## src/rtl/pulse_burst_trigger.sv

```systemverilog
// rtl/pulse_burst_trigger.sv - edge-triggered delayed pulse burst generator
module pulse_burst_trigger #(
  parameter int CW    = 8,
  parameter int DELAY = 5,
  parameter int HIGH  = 1,
  parameter int LOW   = 1,
  parameter int COUNT = 2
) (
  input  logic clock,
  input  logic reset,
  input  logic on,
  input  logic abort,
  output logic signal,
  output logic busy,
  output logic done
);

  localparam logic [1:0] S_IDLE  = 2'd0;
  localparam logic [1:0] S_WAIT  = 2'd1;
  localparam logic [1:0] S_PHIGH = 2'd2;
  localparam logic [1:0] S_PLOW  = 2'd3;

  // Phase counters hold "cycles remaining minus one" so expiry is a zero test.
  localparam logic [CW-1:0] DELAY_M1 = CW'((DELAY > 0) ? DELAY - 1 : 0);
  localparam logic [CW-1:0] HIGH_M1  = CW'(HIGH - 1);
  localparam logic [CW-1:0] LOW_M1   = CW'(LOW - 1);
  localparam logic [CW-1:0] COUNT_M1 = CW'(COUNT - 1);

  logic [1:0]    state;
  logic [CW-1:0] cnt;
  logic [CW-1:0] pcnt;
  logic          on_q;
  logic          start;

  assign start = on & ~on_q;

  always_ff @(posedge clock or negedge reset) begin
    if (!reset) begin
      state  <= S_IDLE;
      cnt    <= '0;
      pcnt   <= '0;
      on_q   <= 1'b0;
      signal <= 1'b0;
      busy   <= 1'b0;
      done   <= 1'b0;
    end else begin
      on_q <= on;
      done <= 1'b0;
      if (state != S_IDLE && abort) begin
        state  <= S_IDLE;
        cnt    <= '0;
        pcnt   <= '0;
        signal <= 1'b0;
        busy   <= 1'b0;
      end else begin
        case (state)
          S_IDLE: begin
            if (start && !abort) begin
              busy <= 1'b1;
              pcnt <= COUNT_M1;
              if (DELAY == 0) begin
                state  <= S_PHIGH;
                signal <= 1'b1;
                cnt    <= HIGH_M1;
              end else begin
                state <= S_WAIT;
                cnt   <= DELAY_M1;
              end
            end
          end
          S_WAIT: begin
            if (cnt == '0) begin
              state  <= S_PHIGH;
              signal <= 1'b1;
              cnt    <= HIGH_M1;
            end else begin
              cnt <= cnt - 1'b1;
            end
          end
          S_PHIGH: begin
            if (cnt == '0) begin
              signal <= 1'b0;
              // The last pulse ends the burst without its trailing low phase.
              if (pcnt == '0) begin
                state <= S_IDLE;
                busy  <= 1'b0;
                done  <= 1'b1;
              end else begin
                state <= S_PLOW;
                pcnt  <= pcnt - 1'b1;
                cnt   <= LOW_M1;
              end
            end else begin
              cnt <= cnt - 1'b1;
            end
          end
          default: begin
            if (cnt == '0) begin
              state  <= S_PHIGH;
              signal <= 1'b1;
              cnt    <= HIGH_M1;
            end else begin
              cnt <= cnt - 1'b1;
            end
          end
        endcase
      end
    end
  end

endmodule

```

## config.mk

```make
export PLATFORM = sky130hd
export DESIGN_NAME = pulse_burst_trigger
export DESIGN_NICKNAME = d
export VERILOG_FILES = /design/src/rtl/pulse_burst_trigger.sv
export SDC_FILE = /design/constraint.sdc
export NUM_CORES = 1
export LEC_CHECK = 0
export CORE_MARGIN = 2
export CORE_UTILIZATION = 45
export DETAILED_ROUTE_END_ITERATION = 8
export RECOVER_POWER = 100
export SYNTH_ARGS = -nofsm -noshare
export SYNTH_HDL_FRONTEND = slang
export SYNTH_SLANG_ARGS = --single-unit
```

## constraint.sdc

```tcl
create_clock -name clock -period 3.5 [get_ports clock]
set_input_delay 0.35 -clock clock [delete_from_list [all_inputs] [get_ports clock]]
set_output_delay 0.35 -clock clock [all_outputs]
set_load 0.01 [all_outputs]
```

==> reports/qor.csv <==
metric;value;unit
cp_slowest_cell;nor4_1;
syn_area;1262;um^2
insertion_delay;0.33;ns
drc;0;
path_buf_inv;0;
hold_viol;0;
post_drt_via_cell_ratio;6.099;
top_usage_layer;met2;
slew_headroom;32.51;%
status;complete, no violations;
p_switching;451.3;uW
synth_nets;143;
dp_hpwl;1966;um
antenna_found_initial;0;
ant_nets;0;
grt_util_met1;26.38;%
synth_warnings;0;
final-setup-viol-count;0;
use_met2;29.56;%
tritoncts;built;
dieArea;3245;um^2
hold_depth;2;
initial_core_util;46.58;%
synth.distinct_cells;45;
ys_seq_area_share;43.61;%
leakage;0.0005805;uW
p_sw_share;44.19;%
numCtsBuffers;3;
layout_commonest_cell;dfrtp_1;
sequentialPowerShare;37.3;%
clk_pin_slew;0.14;ns
cp_top_family;simple AND/OR/NAND/NOR gates;
synthCells;136;
grt-ovfl-total;0;
dpl_cell_area;1336;um^2
power.internal;570.1;uW
syn_avg_cell_area;9.283;um^2
arrival;2.63;ns
power_density;758.7;nW/um^2
diodes;0;
finalCriticalPeriod;2.380;ns
use_met3;2.494;%
min_to;busy;
skew;0.01786;ns
gp_congestion;0.7810;
die_y;56.97;um
clkSinkCount;22;
stdcell_count;171;
required;3.75;ns
grt_max_degree;23;
hp-class;flop to flop;
worstHoldStart;busy;
clock-root-buffer;clkbuf_4;
slew_violations;0;
final_cell_mix;dfrtp_1 (22), nand2_1 (12), o21ai_0 (11);
wl;2705;um
synth_ff_type;dfrtp_1;
clk_path_buf_depth;2;
cts_setup_buffers;0;
cts_resized;0;
drt_iter0_drc;23;
crit_chain;or3_1, or3_4, nor4_1, nand2b_1, o2bb2ai_1;
p_comb_share;48.4;%
via_count;1043;
syn_to_final_growth;6.640;%
ff2ff_setup_slack;1.12;ns
ys_async_sr_fraction;100.0;%
drive_gt1_share;5.714;%
path_max_fanout;7;
power;1021;uW
tightest_slew;1.009;ns
rr_worst_depth;5;
final_area;1346;um^2
place_inst;167;
fp.coreArea;2710;um^2
timing.rr.end;cnt[1];
worstSetupPathType;flop to flop;
wl_per_cell;15.82;um
synth_edf_count;0;
final_util;49.68;%
drt-pass1-iter-count;4;
grt_pass1_wl;4767;um
cp-start-kind;flop;
hold_buffers;0;
dieWidth;56.97;um
cp_slowest_stage_delay;0.66;ns
power_frac_clock;14.3;%
rsz0062_at_grt;false;
period_share;68.01;%
rows;19;
grt_pass1_vias;1057;
clock.fmax;420.1;MHz
io_pins;7;
finalSetupTns;0;ns
r2r_start;pcnt[2];
track_usage;18.71;%
nets;148;
cp-end-kind;flop;
cts_htree_levels;1;
ir_worst_vdd;0.3927;mV
synth-seq-cells;22;
max-cap-violations;0;
portBuffers;6;
-- state kept, by name (all words and copies together) (netlist names) --
| register | count |
|---|---|
| busy | 1 |
| cnt | 8 |
| done | 1 |
| on_q | 1 |
| pcnt | 8 |
| signal | 1 |
| state | 2 |
-- synthesized netlist by cell type, drive strengths merged, types with 2 or more instances --
master / instances / area share [%]
a31oi: 2 / 0.99
nand3: 5 / 2.0
nor4: 4 / 3.2
buf: 3 / 1.1
clkbuf: 3 / 0.89
nand2b: 5 / 2.5
inv: 5 / 1.5
nand2: 12 / 3.6
o221ai: 3 / 2.1
o21ai: 12 / 4.8
ha: 3 / 3.0
o31ai: 3 / 1.8
nor2b: 2 / 0.99
nor3: 2 / 0.79
o211ai: 2 / 1.2
nor2: 9 / 2.7
nor3b: 2 / 1.2
or4: 3 / 2.1
o32ai: 2 / 2.0
a21oi: 5 / 2.0
or3: 9 / 5.0
dfrtp: 22 / 44
a21boi: 2 / 1.2
a21o: 2 / 1.2
-- metrics by stage --
stage | hold WS (ns) | setup slack [ns]
after floorplan | 0.05441 | 1.604
after global placement | 0.4717 | 1.128
after detailed placement | 0.4836 | 1.038
after CTS | 0.5068 | 1.355
after global routing | 0.5421 | 0.8754
final | 0.5004 | 1.120
-- power by group through the flow --
stage | clock, uW | combinational, uW | sequential (uW)
3_5_place_dp | 0 | 522 | 387
6_report | 146 | 494 | 381
2_1_floorplan | 0 | 407 | 368
5_1_grt | 158 | 561 | 396
4_1_cts | 150 | 523 | 383
3_3_place_gp | 0 | 512 | 387
-- final cells by class --
cell class,count,area [um^2]
well taps,31,38.79
repair buffers,6,60.06
multi-input cells,103,641.9
inverters,5,18.77
clock buffers,4,36.28
flip-flops and latches,22,550.5
fillers,274,1364
-- worst min-delay path, cell delays in order (launching register included) --
cell and delay [ns]:
dfrtp_1 0.37, nand2_1 0.05, o31ai_1 0.06
-- how the worst max path moves through the flow --
stage	startpoint	endpoint	cells after the start
after floorplan	pcnt[2]	pcnt[0]	6
after global placement	abort	busy	6
after detailed placement	abort	pcnt[3]	5
after CTS	cnt[0]	pcnt[3]	7
after global routing	cnt[0]	cnt[1]	7
final	pcnt[2]	cnt[1]	5
-- logic make-up after synthesis --
group / Yosys count / share of synthesized area, %
adders and majority gates: 3 / 2.974
xor gates and xnor gates: 1 / 0.6939
DFF: 22 / 43.61
AOI/OAI and AO/OA: 40 / 22.00
and+or+nand+nor: 59 / 27.25
buffers and inverters: 11 / 3.469
-- per-layer routing --
layer | part of all wire, % | vias to the layer above
li1 | - | 518
met1 | 49 | 505
met2 | 46 | 15
met3 | 3.0 | 5
met4 | 1.6 | 0
met5 | 0 | -
Note: power is estimated with default switching activity, not from simulation.
